**src/rtl/seg_capture_pkg.sv**
```systemverilog
// -----------------------------------------------------------------------------
// seg_capture_pkg
// Shared definitions for the 7-segment capture monitor:
//   - active-low segment patterns for the digits 0-9 and for a blank position,
//     bit order {g,f,e,d,c,b,a}
//   - digit codes used for blank and unrecognised positions
//   - the capture FSM state type and the anode classification type
//   - helpers that classify an active-low anode vector and locate its low bit
// -----------------------------------------------------------------------------
package seg_capture_pkg;

    localparam logic [6:0] SEG_0     = 7'h40;
    localparam logic [6:0] SEG_1     = 7'h79;
    localparam logic [6:0] SEG_2     = 7'h24;
    localparam logic [6:0] SEG_3     = 7'h30;
    localparam logic [6:0] SEG_4     = 7'h19;
    localparam logic [6:0] SEG_5     = 7'h12;
    localparam logic [6:0] SEG_6     = 7'h02;
    localparam logic [6:0] SEG_7     = 7'h78;
    localparam logic [6:0] SEG_8     = 7'h00;
    localparam logic [6:0] SEG_9     = 7'h10;
    localparam logic [6:0] SEG_BLANK = 7'h7F;

    localparam logic [3:0] DIG_BLANK = 4'hF;
    localparam logic [3:0] DIG_BAD   = 4'hE;

    localparam logic [3:0] AN_NONE   = 4'b1111;

    typedef enum logic [1:0] {
        IDLE  = 2'd0,
        DWELL = 2'd1,
        HELD  = 2'd2
    } cap_state_e;

    typedef enum logic [1:0] {
        AN_OFF   = 2'd0,
        AN_ONE   = 2'd1,
        AN_MULTI = 2'd2
    } an_class_e;

    // The anodes are active low: invert, then a power-of-two test tells
    // "exactly one selected" apart from "several selected".
    function automatic an_class_e classify_an(input logic [3:0] an);
        logic [3:0] act;
        act = ~an;
        if (act == 4'b0000) begin
            return AN_OFF;
        end else if ((act & (act - 4'd1)) == 4'b0000) begin
            return AN_ONE;
        end else begin
            return AN_MULTI;
        end
    endfunction

    // Index of the low anode bit; only meaningful when classify_an() == AN_ONE.
    function automatic logic [1:0] anode_index(input logic [3:0] an);
        logic [1:0] idx;
        idx = 2'd0;
        for (int i = 0; i < 4; i++) begin
            if (!an[i]) begin
                idx = 2'(i);
            end
        end
        return idx;
    endfunction

endpackage

```
**src/rtl/seg_capture_decode.sv**
```systemverilog
// -----------------------------------------------------------------------------
// seg7_decode
// Combinational decoder from an active-low 7-segment pattern to a digit code.
//   seg_i      [6:0]  active-low segments {g,f,e,d,c,b,a}
//   code_o     [3:0]  0-9 for a digit, DIG_BLANK for all-off, DIG_BAD otherwise
//   is_blank_o        pattern was all segments off
//   is_bad_o          pattern is neither a digit nor blank
// -----------------------------------------------------------------------------
module seg7_decode
    import seg_capture_pkg::*;
(
    input  logic [6:0] seg_i,
    output logic [3:0] code_o,
    output logic       is_blank_o,
    output logic       is_bad_o
);

    always_comb begin
        code_o     = DIG_BAD;
        is_blank_o = 1'b0;
        is_bad_o   = 1'b0;
        case (seg_i)
            SEG_0:     code_o = 4'd0;
            SEG_1:     code_o = 4'd1;
            SEG_2:     code_o = 4'd2;
            SEG_3:     code_o = 4'd3;
            SEG_4:     code_o = 4'd4;
            SEG_5:     code_o = 4'd5;
            SEG_6:     code_o = 4'd6;
            SEG_7:     code_o = 4'd7;
            SEG_8:     code_o = 4'd8;
            SEG_9:     code_o = 4'd9;
            SEG_BLANK: begin
                code_o     = DIG_BLANK;
                is_blank_o = 1'b1;
            end
            default:   is_bad_o = 1'b1;
        endcase
    end

endmodule

```
**src/rtl/seg_capture.sv**
```systemverilog
// -----------------------------------------------------------------------------
// seg_capture
// Receive side of a multiplexed 4-digit 7-segment display. Samples the seg/an
// lines driven by the display scanner, waits for each digit to be stable for
// STABLE_CYCLES samples, collects all four positions and publishes them as one
// frame. Used as a self-check monitor of what the display actually shows.
//
// Parameters
//   STABLE_CYCLES   identical (an, seg) samples needed to accept a digit (2..255)
//   TIMEOUT_CYCLES  cycles without a published frame before stale asserts
//
// Ports
//   clk_i           system clock
//   rst_i           synchronous, active-high reset
//   seg_i   [7:0]   active-low segments, [6:0] = {g,f,e,d,c,b,a}, [7] = dp
//   an_i    [3:0]   active-low anodes: [3] min_ten, [2] min_one, [1] sec_ten,
//                   [0] sec_one
//   min_ten_o, min_one_o, sec_ten_o, sec_one_o [3:0]  published digit codes
//   blank_o [3:0]   published blank flags, same order as an_i
//   dp_o    [3:0]   published decimal points, same order as an_i
//   frame_valid_o   one-cycle pulse when a new frame is published
//   err_anode_o     sticky: more than one anode was low at once
//   err_seg_o       sticky: an unrecognised pattern was latched
//   stale_o         no frame published within TIMEOUT_CYCLES
//
// Build option
//   SEG_CAPTURE_DP_EN  when defined, seg_i[7] joins the stability compare and
//                      is captured into dp_o; otherwise it is ignored and dp_o
//                      stays 4'b0000.
//
// Capture FSM
//   state | meaning
//   IDLE  | no digit active (all anodes high, or an illegal anode sample)
//   DWELL | one anode active, counting identical samples
//   HELD  | digit latched, waiting for the sample to change
// -----------------------------------------------------------------------------
module seg_capture
    import seg_capture_pkg::*;
#(
    parameter int unsigned STABLE_CYCLES  = 4,
    parameter int unsigned TIMEOUT_CYCLES = 1000000
) (
    input  logic       clk_i,
    input  logic       rst_i,
    input  logic [7:0] seg_i,
    input  logic [3:0] an_i,
    output logic [3:0] min_ten_o,
    output logic [3:0] min_one_o,
    output logic [3:0] sec_ten_o,
    output logic [3:0] sec_one_o,
    output logic [3:0] blank_o,
    output logic [3:0] dp_o,
    output logic       frame_valid_o,
    output logic       err_anode_o,
    output logic       err_seg_o,
    output logic       stale_o
);

    // STABLE_CYCLES is limited to 255, so an 8-bit dwell counter suffices.
    localparam int unsigned CNT_W = 8;
    localparam int unsigned TMO_W = (TIMEOUT_CYCLES < 2) ? 1 : $clog2(TIMEOUT_CYCLES + 1);

    localparam logic [CNT_W-1:0] STABLE_TC = CNT_W'(STABLE_CYCLES);
    localparam logic [TMO_W-1:0] TMO_TC    = TMO_W'(TIMEOUT_CYCLES);

`ifdef SEG_CAPTURE_DP_EN
    localparam int unsigned KEY_W = 12;
`else
    localparam int unsigned KEY_W = 11;
`endif

    // input registers and the previous-sample copy used for stability checks
    logic [3:0]       an_q;
    logic [7:0]       seg_q;
    logic [KEY_W-1:0] key_cur;
    logic [KEY_W-1:0] key_prev_q;

    // capture FSM
    cap_state_e       state_q, state_d;
    logic [CNT_W-1:0] cnt_q, cnt_d;

    // shadow slots filled one position at a time
    logic [3:0]       mask_q, mask_d;
    logic [3:0]       shadow_code_q [4];
    logic [3:0]       shadow_blank_q;
    logic [3:0]       shadow_dp_q;

    // published frame
    logic [3:0]       digit_q [4];
    logic [3:0]       blank_q;
    logic [3:0]       dp_q;
    logic             frame_valid_q;

    logic             err_anode_q;
    logic             err_seg_q;
    logic [TMO_W-1:0] tmo_q;

    an_class_e        an_class;
    logic [1:0]       pos;
    logic             same_sample;
    logic             latch;
    logic             publish;
    logic             cap_dp;

    logic [3:0]       dec_code;
    logic             dec_blank;
    logic             dec_bad;

    // -------------------------------------------------------------------------
    // Sample classification
    // -------------------------------------------------------------------------
`ifdef SEG_CAPTURE_DP_EN
    assign key_cur = {an_q, seg_q};
    assign cap_dp  = ~seg_q[7];
`else
    logic seg_dp_unused;
    assign seg_dp_unused = seg_q[7];
    assign key_cur       = {an_q, seg_q[6:0]};
    assign cap_dp        = 1'b0;
`endif

    assign an_class    = classify_an(an_q);
    assign pos         = anode_index(an_q);
    assign same_sample = (key_cur == key_prev_q);

    seg7_decode u_decode (
        .seg_i      (seg_q[6:0]),
        .code_o     (dec_code),
        .is_blank_o (dec_blank),
        .is_bad_o   (dec_bad)
    );

    // -------------------------------------------------------------------------
    // Capture FSM
    // -------------------------------------------------------------------------
    always_ff @(posedge clk_i) begin
        if (rst_i) begin
            state_q <= IDLE;
            cnt_q   <= '0;
        end else begin
            state_q <= state_d;
            cnt_q   <= cnt_d;
        end
    end

    always_comb begin
        state_d = state_q;
        cnt_d   = cnt_q;
        latch   = 1'b0;
        unique case (state_q)
            IDLE: begin
                if (an_class == AN_ONE) begin
                    state_d = DWELL;
                    cnt_d   = CNT_W'(1);
                end
            end
            DWELL: begin
                if (same_sample) begin
                    cnt_d = cnt_q + CNT_W'(1);
                    if (cnt_d == STABLE_TC) begin
                        latch   = 1'b1;
                        state_d = HELD;
                    end
                end else if (an_class == AN_ONE) begin
                    cnt_d = CNT_W'(1);
                end else begin
                    state_d = IDLE;
                    cnt_d   = '0;
                end
            end
            HELD: begin
                // A held digit never re-latches; only a change can restart it.
                if (!same_sample) begin
                    if (an_class == AN_ONE) begin
                        state_d = DWELL;
                        cnt_d   = CNT_W'(1);
                    end else begin
                        state_d = IDLE;
                        cnt_d   = '0;
                    end
                end
            end
            default: begin
                state_d = IDLE;
                cnt_d   = '0;
            end
        endcase
    end

    // -------------------------------------------------------------------------
    // Slot mask and frame publish
    // -------------------------------------------------------------------------
    // A full mask is published one cycle after it fills. Clearing it on the
    // publish cycle still keeps any slot latched in that same cycle.
    assign publish = (mask_q == 4'b1111);

    always_comb begin
        mask_d = publish ? 4'b0000 : mask_q;
        if (latch) begin
            mask_d[pos] = 1'b1;
        end
    end

    always_ff @(posedge clk_i) begin
        if (rst_i) begin
            an_q       <= AN_NONE;
            seg_q      <= 8'hFF;
            key_prev_q <= '1;
            mask_q     <= 4'b0000;
        end else begin
            an_q       <= an_i;
            seg_q      <= seg_i;
            key_prev_q <= key_cur;
            mask_q     <= mask_d;
        end
    end

    always_ff @(posedge clk_i) begin
        if (rst_i) begin
            for (int i = 0; i < 4; i++) begin
                shadow_code_q[i] <= DIG_BLANK;
            end
            shadow_blank_q <= 4'b1111;
            shadow_dp_q    <= 4'b0000;
        end else if (latch) begin
            shadow_code_q[pos]  <= dec_code;
            shadow_blank_q[pos] <= dec_blank;
            shadow_dp_q[pos]    <= cap_dp;
        end
    end

    always_ff @(posedge clk_i) begin
        if (rst_i) begin
            for (int i = 0; i < 4; i++) begin
                digit_q[i] <= DIG_BLANK;
            end
            blank_q       <= 4'b1111;
            dp_q          <= 4'b0000;
            frame_valid_q <= 1'b0;
        end else begin
            frame_valid_q <= publish;
            if (publish) begin
                digit_q <= shadow_code_q;
                blank_q <= shadow_blank_q;
                dp_q    <= shadow_dp_q;
            end
        end
    end

    // -------------------------------------------------------------------------
    // Sticky errors and frame timeout
    // -------------------------------------------------------------------------
    // err_seg is raised when a bad pattern is actually latched, so segment
    // transitions between digits do not trip it.
    always_ff @(posedge clk_i) begin
        if (rst_i) begin
            err_anode_q <= 1'b0;
            err_seg_q   <= 1'b0;
        end else begin
            if (an_class == AN_MULTI) begin
                err_anode_q <= 1'b1;
            end
            if (latch && dec_bad) begin
                err_seg_q <= 1'b1;
            end
        end
    end

    always_ff @(posedge clk_i) begin
        if (rst_i) begin
            tmo_q <= '0;
        end else if (publish) begin
            tmo_q <= '0;
        end else if (tmo_q != TMO_TC) begin
            tmo_q <= tmo_q + TMO_W'(1);
        end
    end

    // -------------------------------------------------------------------------
    // Outputs
    // -------------------------------------------------------------------------
    assign sec_one_o     = digit_q[0];
    assign sec_ten_o     = digit_q[1];
    assign min_one_o     = digit_q[2];
    assign min_ten_o     = digit_q[3];
    assign blank_o       = blank_q;
    assign dp_o          = dp_q;
    assign frame_valid_o = frame_valid_q;
    assign err_anode_o   = err_anode_q;
    assign err_seg_o     = err_seg_q;
    assign stale_o       = (tmo_q == TMO_TC);

endmodule

```
**config.mk**
```make
export PLATFORM = sky130hd
export DESIGN_NAME = seg_capture
export DESIGN_NICKNAME = d
export VERILOG_FILES = /design/src/rtl/seg_capture_pkg.sv /design/src/rtl/seg_capture_decode.sv /design/src/rtl/seg_capture.sv
export SDC_FILE = /design/constraint.sdc
export NUM_CORES = 1
export LEC_CHECK = 0
export CORE_MARGIN = 2
export CORE_UTILIZATION = 50
export CTS_CLUSTER_SIZE = 10
export DETAILED_ROUTE_END_ITERATION = 8
export PLACE_DENSITY = 0.71
export SLEW_MARGIN = 15
export SYNTH_ARGS = -nofsm -noshare
export SYNTH_HDL_FRONTEND = slang
export SYNTH_SLANG_ARGS = --single-unit
```
**constraint.sdc**
```tcl
create_clock -name clk_i -period 2.6 [get_ports clk_i]
set_input_delay 0.26 -clock clk_i [delete_from_list [all_inputs] [get_ports clk_i]]
set_output_delay 0.26 -clock clk_i [all_outputs]
set_load 0.02 [all_outputs]
```
---- Word level (Yosys, flattened, before mapping) ----
Cells that the tools add are included.
W data, S select, Z words.
word-level totals
  word-level logic and storage cells ...... 100
  bits in writable memories ............... 0
  memories ................................ 0
  output and inout port bits .............. 28
  bits in read-only memories .............. 0
  latch bits .............................. 0
  register bits after elaboration ......... 107
  bits of input ports ..................... 14
operators by class
  $lt $le $gt $ge ......................... 4
  divide/modulo/power cells ............... 0
  multiply operators ...................... 0
  shift-type cells ........................ 0
  add/subtract/negate cells ............... 3
  mux-type cells .......................... 31
  bitwise operators ....................... 6
  eq/ne operators ......................... 23
  reductions and logical operators ........ 11
operators by type and width
  operator                 count
  $pmux W4 S11             1
  $eq A7 B7 Y1 const B     4
  $mux W8                  3
  $pmux W8 S3              1
  $eq A7 B5 Y1 const B     3
  $add A20 B1 Y20 const B  1
  $eq A20 B20 Y1 const B   1
  $ne A20 B20 Y1 const B   1
  $mux W2                  9
  $bwmux W16               1
  $eq A7 B6 Y1 const B     2
  $mux W4                  3
  $eq A11 B11 Y1           1
  $reduce_or A11 Y1        1
  $mux W1                  9
  $add A8 B1 Y8 const B    1
  $and A4 B4 Y4            2
  $demux W4 S2             1
  $eq A8 B3 Y1 const B     1
  $logic_not A4 Y1         2
  $not A4 Y4               2
  $eq A7 B2 Y1 const B     1
  $logic_not A7 Y1         1
  $ne A3 B3 Y1 const B     2
  other kinds (19)         24

---- Depth between registers and ports, before layout ----
  word-level depth ........................ 10
  gate-level depth with buffers ........... 7
  mapped depth without buffers ............ 6

---- By module ----
Synthesis repeated with hierarchy kept, for this count alone.
unflattened totals
  cell total of the unflattened synthesis .. 522
  area, all modules ....................... 4,650.7 µm²
modules (own cells, without submodules)
  module       cells an instance  instances  sequential area each (µm²)  area an instance (µm²)
  seg_capture  489                1          2,142.1                     4,438.0
  seg7_decode  33                 1          0.0                         212.7

---- Worst setup path after synthesis ----
Ideal clock, no wire load.
  path kind ............................... flip-flop to output port
  start ................................... register tmo_q[2]
  end ..................................... output stale_o
  data required time ...................... 2,340 ps
  arrival time ............................ 1,651 ps
  buffers on the path ..................... 0
  cell stages (with the launch flop) ...... 3
  setup slack ............................. 689 ps
  cell sequence ........................... dfxtp_1 -> or4_1 -> nor4_1
between the ends
  longest elaborated chain between the ends .. 1
RTL lines
  item                      line                text
  start: declaration        seg_capture.sv:96   logic [TMO_W-1:0] tmo_q;
  start signal: assignment  seg_capture.sv:275  tmo_q <= tmo_q + TMO_W'(1);
  $eq A20 B20 Y1            seg_capture.sv:291  assign stale_o = (tmo_q == TMO_TC);
  end: declaration          seg_capture.sv:56   output logic stale_o
No other way between the ends.

---- Worst setup path in the final report ----
Ends and elaborated chain as after synthesis.

==> results.md <==
* Post-synth top flop: dfxtp_1
* Syn Inst Count at 504
* H-tree Lvls at 3
* Yosys warnings at 0
* Vias post-DR at 3455
* Syn avg cell area at 9.16 um2
* Setup CP Type: reg -> out
* RSZ-0062 raised after global routing: false
* Critical Path Start Type: register
* Insertion delay to the later sink of the worst-skew pair at 0.37 ns
* Synthesis-stage register bit count at 107
* CTS Buffer Depth at 2
* Async SR Flop Fraction at 0%
* WP data arrival at 2.04 ns
* Part of the cycle the worst path needs at 88.5%
* CTS Sinks at 107
* Die area at 10000 um2
* Routed wire per std cell at 13.3 um
* Setup crit end kind: output port
* RR Startpoint: cnt_q[0]
* Cell area after synthesis at 4620 um2
* Setup bufs post-CTS at 0
* First-pass GRT wire length at 14.9 mm
* Gr ovfl total at 0
* Final Hold Fails at 0
* Core area at 9110 um2
* EDFF count, synth at 0
* Layout cells sized above 1 at 11.9%
* Pin slew with the least headroom to its limit at 0.839 ns
* Maximum number of pins on one net before global-route repair at 59
* Initial Util at 50.7%
* Share of the synthesized area in the top cell type at 46.4%
* Antenna Nets Post-Route at 0
* Clk slew on worst S/H paths at 0.12 ns
* WL final at 8.60 mm
* Sequential element share of the synthesized area at 46.4%
* Clk_skew at 0.0154 ns
* Pwr per Cell Area at 567 nW/um2
* Worst Path Required at 2.34 ns
* IO Pins at 42
* Clock root cell: clkbuf_8
* TritonCTS clock tree: built
* Hold Buf Count CTS at 0
* Std-Cell Rows at 35
* Critical R2R Capture: shadow_dp_q[2]
* Area grow syn2layout at 13.9%
* Final nets at 549
* Final setup vio count at 0
* Initial antenna violation count at 0
* Leakage dissipation at 2.15 nW
* Status: completed
* # DRC at 0
* Fmax at 0.435 GHz
* Period minus WS final at 2.30 ns
* R2R depth at 6
* DP HPWL at 5.82 mm
* Synth cell types at 65
* Syn nets at 522
* DR pass1 iterations at 4
* Most frequent cell after synthesis: dfxtp_1
* Peak VDD IR at 0.307 mV
* Total CTS buffers at 9
* R2R Setup Slk at 0.47 ns
* Cell taking the most area after synthesis: dfxtp_1
* DR vias/cell at 5.34
* CP max FO at 7
* Slew Viols, Final at 0
* Vias in the first global route at 3236
* Hold depth at 3
* Max-Cap Viols at 0
* Area contributors post-synth: dfxtp_1, nand2_1, mux2i_1
* I/O Buffers at 40
* Hold EP: min_one_o[0]
* Gpl congestion at 0.829
* N_diodes at 0
* HP Start: rst_i
* Slew headroom at 44.1%
* Top cells by count, synth: dfxtp_1, nand2_1, nor2_1
* Iteration-0 DRC Markers at 172
* GR Util All Layers at 18.3%
* Power Total at 2.98 mW
* Die W at 100 um
* Hold Path Class: in -> reg
* Aggregate negative setup slack at 0 ns
* Die H at 100 um
-- cell usage in the layout (no fill, tap or decap), drive strengths merged, types with 3 or more instances in the layout --
master	Yosys	final
dfxtp	107	107
nand2	66	66
nor2	45	45
clkdlybuf4s50	0	38
nand3	36	36
or2	23	23
mux2i	22	22
a21oi	22	22
xnor2	21	21
o21ai	14	14
inv	11	13
nor3	11	11
nand4	10	10
clkbuf	17	9
and3	8	8
xor2	7	7
or3	7	7
nor2b	6	6
nor4	6	6
buf	12	6
clkinv	1	5
o211ai	4	4
ha	4	4
and2	4	4
o21a	3	3
and3b	3	3
and4	3	3
a211oi	3	3
nor4b	3	3
-- worst max path at each step --
stage,startpoint,end,slack [ns],cells after the start
2_1_floorplan,tmo_q[2],stale_o,0.69,2
5_1_grt,tmo_q[2],stale_o,0.12,3
3_3_place_gp,tmo_q[2],stale_o,0.42,3
6_report,tmo_q[2],stale_o,0.30,3
3_5_place_dp,tmo_q[2],stale_o,0.40,3
4_1_cts,tmo_q[2],stale_o,0.28,3
-- layout make-up --
class	instances	area, um2
tap	111	139
clock inverter	7	95.1
multi-input combinational	356	2280
timing repair buffer	45	432
clock buffer	9	124
fill	787	3850
sequential	107	2140
inverter	12	45.0
-- sequential cells by signal, summed over array words and instances, names as in the netlist, 7 cells and up --
register	flops
tmo_q	20
seg_q	7
shadow_code_q	16
key_prev_q	11
cnt_q	8
-- cells by family after synthesis --
family | Yosys count | share of synthesized area [%]
AND/OR/NAND/NOR | 243 | 29.1
multiplexers | 23 | 5.09
flip-flops | 107 | 46.4
adder cells (fa/ha/maj) | 4 | 1.08
AO/OA/AOI/OAI | 58 | 8.70
XOR/XNOR | 28 | 5.47
buffers and inverters | 41 | 4.20
-- power by group --
group / leakage, nW / internal, mW / switching [mW]
Sequential: 0.870 / 1.66 / 0.0447
Clock: 0.110 / 0.472 / 0.617
Combinational: 1.17 / 0.0888 / 0.0922
-- per-layer routing --
layer / track usage (%) / vias up / part of all wire, %
met5: 0 / - / 0
met4: 4.95 / 0 / 1.1
met3: 5.29 / 6 / 3.7
met2: 29.5 / 63 / 47
met1: 24.3 / 1606 / 48
li1: - / 1780 / -
-- stage by stage --
stage | std cells | hold WS, ns | worst slack, ns | instance area, um2 | util (%)
finish | 647 | 0.414 | 0.300 | 5260 | 57.7
global route | 647 | 0.412 | 0.119 | 5260 | 57.7
CTS | 647 | 0.416 | 0.280 | 5260 | 57.7
detailed placement | 631 | 0.441 | 0.398 | 5040 | 55.3
global placement | 631 | 0.441 | 0.422 | 5040 | 55.3
floorplan | 504 | 0.364 | 0.689 | 4620 | -
-- repair_timing --
item                                    in CTS  in global routing
endpoints found under the hold margin        0                  0
endpoints found under the setup margin       1                  0
resized for setup                            1                  0
-- critical path, stage by stage, from the launching register on --
cell and delay (ns):
dfxtp_1 0.38, or4_1 0.61, nor4_1 0.31, dlygate4sd2_1 0.37
Note: power is estimated with default switching activity, not from simulation.
